### config.mk
export PLATFORM = sky130hd
export DESIGN_NAME = sram_rmw_bridge
export DESIGN_NICKNAME = d
export VERILOG_FILES = /design/src/rtl/sram_bridge_pkg.sv /design/src/rtl/sram_lane_unit.sv /design/src/rtl/sram_rmw_bridge.sv
export SDC_FILE = /design/constraint.sdc
export NUM_CORES = 1
export LEC_CHECK = 0
export ABC_AREA = 0
export BUFFER_PORTS_ARGS = -buffer_cell sky130_fd_sc_hd__buf_2
export CAP_MARGIN = 25
export CORE_UTILIZATION = 35
export CTS_CLUSTER_SIZE = 20
export DETAILED_ROUTE_END_ITERATION = 10
export PLACE_DENSITY_LB_ADDON = 0.25
export SETUP_SLACK_MARGIN = 0.02
export SYNTH_ARGS = -nofsm -noshare
export SYNTH_HDL_FRONTEND = slang
export SYNTH_HIERARCHICAL = 1
export SYNTH_SLANG_ARGS = --single-unit
### constraint.sdc
create_clock -name HCLK -period 9 [get_ports HCLK]
set_clock_uncertainty 0.1 [all_clocks]
set_input_delay 0.9 -clock HCLK [delete_from_list [all_inputs] [get_ports HCLK]]
set_output_delay 0.9 -clock HCLK [all_outputs]
set_load 0.01 [all_outputs]
### src/rtl/sram_bridge_pkg.sv
// Shared types and defaults for the SRAM read-modify-write bridge.
package sram_bridge_pkg;

  localparam int DEPTH_WORDS_DEF = 8192;

  typedef enum logic [1:0] {
    SZ_BYTE = 2'b00,
    SZ_HALF = 2'b01,
    SZ_WORD = 2'b10,
    SZ_RSVD = 2'b11
  } size_t;

  typedef enum logic [1:0] {
    IDLE  = 2'b00,
    READ  = 2'b01,
    WRITE = 2'b10,
    RESP  = 2'b11
  } state_t;

endpackage

### src/rtl/sram_lane_unit.sv
// Combinational lane logic: extracts/extends a load field from a word and
// merges store data into a word for the read-modify-write path.
module sram_lane_unit
  import sram_bridge_pkg::*;
(
  input  logic [31:0] word_i,
  input  logic [1:0]  addr_lo_i,
  input  size_t       size_i,
  input  logic        uns_i,
  input  logic [31:0] wdata_i,
  output logic [31:0] rdata_o,
  output logic [31:0] merged_o
);

  logic [7:0]  byte_sel;
  logic [15:0] half_sel;

  always_comb begin
    byte_sel = word_i[{addr_lo_i, 3'b000} +: 8];
    half_sel = addr_lo_i[1] ? word_i[31:16] : word_i[15:0];
    rdata_o  = word_i;
    merged_o = wdata_i;
    case (size_i)
      SZ_BYTE: begin
        rdata_o  = {{24{~uns_i & byte_sel[7]}}, byte_sel};
        merged_o = word_i;
        merged_o[{addr_lo_i, 3'b000} +: 8] = wdata_i[7:0];
      end
      SZ_HALF: begin
        rdata_o  = {{16{~uns_i & half_sel[15]}}, half_sel};
        merged_o = addr_lo_i[1] ? {wdata_i[15:0], word_i[15:0]}
                                : {word_i[31:16], wdata_i[15:0]};
      end
      default: ;
    endcase
  end

endmodule

### src/rtl/sram_rmw_bridge.sv
// CPU load/store to word-only SRAM bridge with read-modify-write for sub-word
// stores. Define SRAM_RMW_MISALIGN_CHECK_EN to reject misaligned half/word ops.
module sram_rmw_bridge
  import sram_bridge_pkg::*;
#(
  parameter int DEPTH_WORDS = DEPTH_WORDS_DEF,
  parameter int ADDR_W      = 32
) (
  input  logic              HCLK,
  input  logic              HRESET,
  input  logic              req_valid,
  output logic              req_ready,
  input  logic              req_we,
  input  logic [1:0]        req_size,
  input  logic              req_unsigned,
  input  logic [ADDR_W-1:0] req_addr,
  input  logic [31:0]       req_wdata,
  output logic              resp_valid,
  output logic [31:0]       resp_rdata,
  output logic              resp_err,
  output logic              HSEL,
  output logic [31:0]       HADDR,
  output logic              HWRITE,
  output logic [31:0]       HWDATA,
  input  logic [31:0]       HRDATA
);

  state_t            state_q, state_d;
  logic [ADDR_W-1:0] addr_q;
  logic              we_q;
  size_t             size_q;
  logic              uns_q;
  logic [31:0]       buf_q;
  logic [31:0]       resp_rdata_q;
  logic              resp_err_q;

  logic              accept;
  logic              misalign;
  logic              req_err;
  logic [ADDR_W-1:0] word_idx;
  logic [31:0]       lane_rdata;
  logic [31:0]       lane_merged;

  assign word_idx = req_addr >> 2;

`ifdef SRAM_RMW_MISALIGN_CHECK_EN
  assign misalign = ((req_size == SZ_HALF) && req_addr[0]) ||
                    ((req_size == SZ_WORD) && (req_addr[1:0] != 2'b00));
`else
  assign misalign = 1'b0;
`endif

  assign req_err = (req_size == SZ_RSVD) || (word_idx >= ADDR_W'(DEPTH_WORDS)) || misalign;
  assign accept  = req_valid && req_ready;

  assign HADDR      = 32'({addr_q[ADDR_W-1:2], 2'b00});
  assign resp_rdata = resp_rdata_q;
  assign resp_err   = resp_err_q;

  // buf_q holds the store data until READ overwrites it with the merged word
  sram_lane_unit u_lane (
    .word_i    (HRDATA),
    .addr_lo_i (addr_q[1:0]),
    .size_i    (size_q),
    .uns_i     (uns_q),
    .wdata_i   (buf_q),
    .rdata_o   (lane_rdata),
    .merged_o  (lane_merged)
  );

  always_ff @(posedge HCLK or posedge HRESET) begin
    if (HRESET) state_q <= IDLE;
    else        state_q <= state_d;
  end

  always_comb begin
    state_d    = state_q;
    req_ready  = 1'b0;
    resp_valid = 1'b0;
    HSEL       = 1'b0;
    HWRITE     = 1'b0;
    HWDATA     = '0;
    case (state_q)
      IDLE: begin
        req_ready = 1'b1;
        if (req_valid) begin
          if (req_err)                            state_d = RESP;
          else if (req_we && req_size == SZ_WORD) state_d = WRITE;
          else                                    state_d = READ;
        end
      end
      READ: begin
        HSEL    = 1'b1;
        state_d = we_q ? WRITE : RESP;
      end
      WRITE: begin
        HSEL    = 1'b1;
        HWRITE  = 1'b1;
        HWDATA  = buf_q;
        state_d = RESP;
      end
      RESP: begin
        resp_valid = 1'b1;
        state_d    = IDLE;
      end
      default: state_d = IDLE;
    endcase
  end

  // Response registers only change on the cycle that leads into RESP
  always_ff @(posedge HCLK or posedge HRESET) begin
    if (HRESET) begin
      addr_q       <= '0;
      we_q         <= 1'b0;
      size_q       <= SZ_BYTE;
      uns_q        <= 1'b0;
      buf_q        <= '0;
      resp_rdata_q <= '0;
      resp_err_q   <= 1'b0;
    end else begin
      if (accept) begin
        addr_q <= req_addr;
        we_q   <= req_we;
        size_q <= size_t'(req_size);
        uns_q  <= req_unsigned;
        buf_q  <= req_wdata;
        if (req_err) begin
          resp_rdata_q <= '0;
          resp_err_q   <= 1'b1;
        end
      end
      if (state_q == READ) begin
        if (we_q) begin
          buf_q <= lane_merged;
        end else begin
          resp_rdata_q <= lane_rdata;
          resp_err_q   <= 1'b0;
        end
      end
      if (state_q == WRITE) begin
        resp_rdata_q <= '0;
        resp_err_q   <= 1'b0;
      end
    end
  end

endmodule

==> reports/results.tsv, run 1 <==
metric	value	unit
status	completed	
leakage	3.82	nW
post_cts_buffers	0	
relSlewSlack	47.0	%
multiInputGateArea	0.00357	sq mm
die_x	141	um
synth_edf_count	0	
placed_cells	1075	
synthDominantCellAreaShare	38.4	%
drt_iter0_drc	623	
ant_nets	0	
synth-seq-cells	103	
synthTopCellsByArea	dfrtp_1, mux2i_1, mux2_2	
io_pins	204	
crit_end	HWDATA[16]	
path_max_fanout	55	
vias_per_cell	5.72	
seq_area	0.00258	sq mm
antenna_found_initial	1	
period_needed	3.06	ns
synth_common_cells	dfrtp_1, nand2_1, o21ai_0	
postSynthCellCount	720	
hold_buffers	0	
fmax	327	MHz
clk_path_buf_depth	2	
clock_sinks	103	
dr.pass1.iters	5	
synth_largest_area_cell	dfrtp_1	
final_cells	1093	
ff2ff_setup_slack	6.10	ns
rsz0062_at_grt	false	
drive_gt1_share	34.1	%
grt.overflow.total	0	
critPathLaunchType	flip-flop	
synth_top_family_by_area	compound AO/OA/AOI/OAI gates	
critPathLaunch	state_q[0]	
synth_most_common_cell	dfrtp_1	
nets	966	
fillers	1923	
dp_hpwl	16.1	mm
power.density	361	mW/mm^2
syn_area	0.00672	sq mm
wl	22.3	mm
die_height	141	um
critPathRequiredTime	8.00	ns
crit_arrival	2.06	ns
synthXorXnorAreaFrac	0	%
r2r-start	size_q[1]	
clk_latency	0.36	ns
vias	6247	
synthMuxAreaShare	14.0	%
synth_ff_type	dfrtp_1	
grt_pass1_wl	34.1	mm
row_count	50	
whs	0.401	ns
port_buffers	201	
initial_utilization	35.8	%
slew_viol_final	0	
ys_types	55	
wl_per_cell	20.4	um
final_util	42.1	%
ir_drop	153	uV
yosys_warnings	6	
finalHoldViolations	0	
worstMarginPinSlew	0.789	ns
syn_to_final_growth	17.5	%
avgSynthCellArea	9.33	sq um
cts_tree	done	
cp-end-kind	output pin	
synthSimpleGateAreaFrac	15.1	%
clock-root-buffer	clkbuf_16	
synth-compound-area-share	21.9	%
cts_buffers	9	
fin_crit_sh	34.0	%
crit-reg2reg-capture	resp_rdata[28]	
synth-adder-area-share	1.68	%
die-area	0.0197	sq mm
grt_max_degree	74	
maxCapViolCount	0	
grt_use_total	22.5	%
clk_pin_slew_worst_paths	0.07	ns
h-tree-depth	3	
coreArea	0.0188	sq mm
criticalPathCategory	flip-flop to output pin	
reg2regPathDepth	7	
setup_viol	0	
gp_congestion	0.943	
drc_errors	0	
min_path_type	flip-flop to flip-flop	
ys_seq_area_share	38.4	%
grt_pass1_vias	5892	
power	2.85	mW
tns	0	ns
cts_resized	0	
async_flop_share	100	%
==> sequential cells by signal, indices dropped and copies added (netlist names) <==
name,cells
buf_q,32
size_q,2
we_q,1
addr_q,32
uns_q,1
resp_rdata,32
resp_err,1
state_q,2
==> worst min-delay path by stage <==
stage                            end       start  slack (ns)  depth (start not counted)
after floorplan                uns_q       uns_q        0.37                          1
final                     addr_q[18]  addr_q[18]        0.40                          1
after global routing      addr_q[17]  addr_q[17]        0.42                          1
after global placement      resp_err    resp_err        0.38                          1
after detailed placement    resp_err    resp_err        0.38                          1
after CTS                 addr_q[18]  addr_q[18]        0.40                          1
==> where the power goes <==
group | internal, mW | switching, mW | leakage [nW] | total (mW)
clock | 0.194 | 0.182 | 0.125 | 0.376
sequential | 0.674 | 0.226 | 1.30 | 0.900
combinational | 0.664 | 0.912 | 2.40 | 1.58
total | 1.53 | 1.32 | 3.82 | 2.85
==> worst max-delay path, stage by stage (launching register included) <==
cell	delay (ns)
dfrtp_1	0.42
inv_1	0.10
ha_2	0.32
buf_4	0.51
and2_1	0.21
buf_2	0.12
==> per-stage QoR <==
stage	cell area (sq um)	setup slack, ns
after global placement	7580	6.22
after CTS	7840	5.92
after detailed placement	7580	6.16
after global routing	7890	5.79
final	7890	5.94
after floorplan	6720	5.30
==> cell usage in the layout (no fill, tap or decap), types with 6 or more instances in the layout <==
master | synthesis | routed
buf_2 | 10 | 201
dfrtp_1 | 103 | 103
nand2_1 | 90 | 89
o21ai_0 | 54 | 54
mux2i_1 | 48 | 48
a21oi_1 | 44 | 43
a22oi_1 | 42 | 42
mux2_2 | 41 | 41
and2_1 | 34 | 33
nand4_1 | 32 | 32
a221o_1 | 18 | 18
a22o_1 | 13 | 13
inv_1 | 13 | 12
a21oi_2 | 10 | 11
nor2_1 | 11 | 11
buf_4 | 32 | 10
clkbuf_16 | 0 | 9
ha_1 | 9 | 8
nor2b_1 | 8 | 7
a222oi_1 | 7 | 7
a31oi_1 | 6 | 6
==> cell type report <==
| type | instances | area share [%] |
|---|---|---|
| tap | 234 | 3.71 |
| multi-input combinational | 512 | 45.2 |
| sequential | 103 | 32.7 |
| clock buffer | 12 | 3.12 |
| timing repair buffer | 213 | 14.3 |
| clock inverter | 3 | 0.254 |
| inverter | 15 | 0.745 |
| antenna | 1 | 0.0317 |
==> layer usage <==
metal	track usage (%)	vias up	part of all wire (%)
met5	0	-	0
met4	11.3	0	3.8
met3	5.13	44	9.1
met2	33.0	331	43
met1	31.1	2989	44
li1	-	2883	-
==> cells by family (layout without fill, tap and decap cells) <==
logic type	Yosys count	count (layout)
AO/OA/AOI/OAI	215	215
AND/OR/NAND/NOR	197	197
buffers and inverters	106	243
flip-flops	103	103
multiplexers	89	89
adder cells (fa/ha/maj)	9	9
other	1	3
No activity file was read; power rests on OpenSTA's default activity.
==> inputs of run 2 (changes only) <==
ABC_AREA = 1   (was 0)
clock period = 2.53 ns   (was 9 ns; I/O delays follow)
==> run 2 against run 1 <==
- clock power rose to 4.4 times the previous value
- worst hold slack lost 0.39 ns
- setup slack got worse by 5.6 ns
- non-clock buffer count rose by 32
- flip-flop and latch count unchanged
- final cell count rose by 39%
- register-to-register slack worse by 5.7 ns
- sequential share of layout area is 2.4 points lower
- via count rose by 19%
- synthesized cell count increased by 51%
- wire length grew 7.4%
- largest cell class unchanged
==> reports/results.tsv, run 2 <==
metric	value	unit
status	completed	
vias_per_cell	4.92	
synth_ff_type	dfrtp_1	
worst_slack	0.380	ns
synth-seq-cells	103	
port_buffers	201	
yosys_warnings	6	
wl_met2	11.1	mm
setup_viol	0	
power.density	1230	mW/mm^2
final_cells	1516	
drive_gt1_share	20.5	%
clk_latency	0.36	ns
maxCapViolCount	0	
critPathLaunchType	flip-flop	
finalHoldViolations	0	
grt_pass1_vias	6950	
fmax	465	MHz
diodes	0	
placed_cells	1478	
cts_buffers	9	
async_flop_share	100	%
nets	1359	
dp_hpwl	17.3	mm
die_height	144	um
final_util	43.7	%
coreArea	0.0195	sq mm
clk_pin_slew_worst_paths	0.07	ns
vias	7455	
syn_area	0.00702	sq mm
crit_arrival	1.80	ns
layout_commonest_cell	nand2_1	
power	10.5	mW
grt_use_total	23.7	%
h-tree-depth	3	
period_needed	2.15	ns
wl_met1	10.6	mm
wl	23.9	mm
synthDominantCellAreaShare	36.7	%
ys_types	39	
gp_congestion	0.929	
ir_drop	531	uV
initial_utilization	35.9	%
layout_common_cells	nand2_1, buf_2, o21ai_0	
syn_to_final_growth	21.5	%
grt.overflow.total	0	
cts_tree	done	
postSynthCellCount	1084	
routed.top_layer	met4	
avgSynthCellArea	6.47	sq um
worstMarginPinSlew	0.767	ns
row_count	51	
place_area	0.00796	sq mm
dr_wl_met3	1.62	mm
stdcell_area	0.00853	sq mm
synth_edf_count	0	
ant_nets	0	
drc_errors	0	
wl_per_cell	15.8	um
min_path_type	input port to flip-flop	
leakage	4.85	nW
synth_largest_area_cell	dfrtp_1	
pre_cts_ws	0.484	ns
rsz0062_at_grt	false	
clock_sinks	103	
relSlewSlack	48.8	%
drt_iter0_drc	677	
grt_max_degree	71	
cp-end-kind	output pin	
die-area	0.0206	sq mm
clock-root-buffer	clkbuf_16	
synth_most_common_cell	nand2_1	
synth_common_cells	nand2_1, o21ai_0, dfrtp_1	
tns	0	ns
dr.pass1.iters	5	
whs	0.0111	ns
slew_viol_final	0	
critPathRequiredTime	2.18	ns
grt_pass1_wl	37.2	mm
antenna_found_initial	0	
ys_seq_area_share	36.7	%
io_pins	204	
die_x	144	um
criticalPathCategory	flip-flop to output pin	
fin_crit_sh	85.0	%
path_max_fanout	33	
synthTopCellsByArea	dfrtp_1, nand2_1, o21ai_0	
clk_path_buf_depth	2	
## run 2: changes by cell type in the layout (fill, tap and decap cells not counted), sizes merged, moves of 28 or more
cell,previous run,this run
inv,14,97
and2,34,6
nand3,1,46
nor2,12,72
nand2,90,460
mux2i,48,0
o21ai,59,111
mux2,41,0
a22oi,42,2
## run 2: final timing paths
| check | startpoint | to | slack (ns) | cells after the start |
|---|---|---|---|---|
| max in group asynchronous | HRESET | buf_q[29] | 1.18 | 4 |
| hold reg to reg | addr_q[3] | addr_q[3] | 0.38 | 2 |
| hold / removal | req_addr[23] | addr_q[23] | 0.01 | 3 |
| min in group asynchronous | HRESET | addr_q[3] | 0.45 | 3 |
| setup / recovery | state_q[0] | HWDATA[9] | 0.38 | 6 |
| setup reg to reg | addr_q[0] | buf_q[9] | 0.40 | 10 |
## run 2: kinds of logic (layout without fill, tap and decap cells)
logic type,Yosys count,count (layout),synth area share [%]
simple gates,599,599,34.3
buf+inv,191,357,13.6
compound gates,181,181,13.7
flops,103,103,36.7
fa+ha+maj,9,9,1.60
other cells,1,2,0.0534
## run 2: worst max-delay path: stages, from the launching register on
cell and delay (ns):
dfrtp_1 0.42, inv_1 0.10, ha_1 0.22, buf_4 0.36, nand2_1 0.13, inv_1 0.08
buf_2 0.12
## run 2: cell type report
class	count	area [sq um]
Clock inverter	5	104
Tap cell	265	332
Timing Repair Buffer	245	1420
Sequential cell	103	2580
Clock buffer	10	239
Inverter	97	370
Fill cell	2153	11000
Multi-Input combinational cell	791	3490
## run 2: power breakdown
| part | internal (mW) | switching (mW) | total [mW] |
|---|---|---|---|
| Clock | 0.992 | 0.654 | 1.65 |
| Sequential | 2.41 | 0.620 | 3.03 |
| Combinational | 2.07 | 3.78 | 5.86 |
| Total | 5.47 | 5.06 | 10.5 |
## run 2: timing repair
action | in CTS | in global routing
setup buffers | 0 | 0
hold endpoints to repair | 45 | 0
hold buffers | 23 | 0
resized for setup | 0 | 0
## run 2: per-layer routing
| metal | global-route usage [%] | vias up |
|---|---|---|
| li1 | - | 3689 |
| met1 | 32.4 | 3458 |
| met2 | 38.3 | 268 |
| met3 | 2.50 | 40 |
| met4 | 9.07 | 0 |
| met5 | 0 | - |
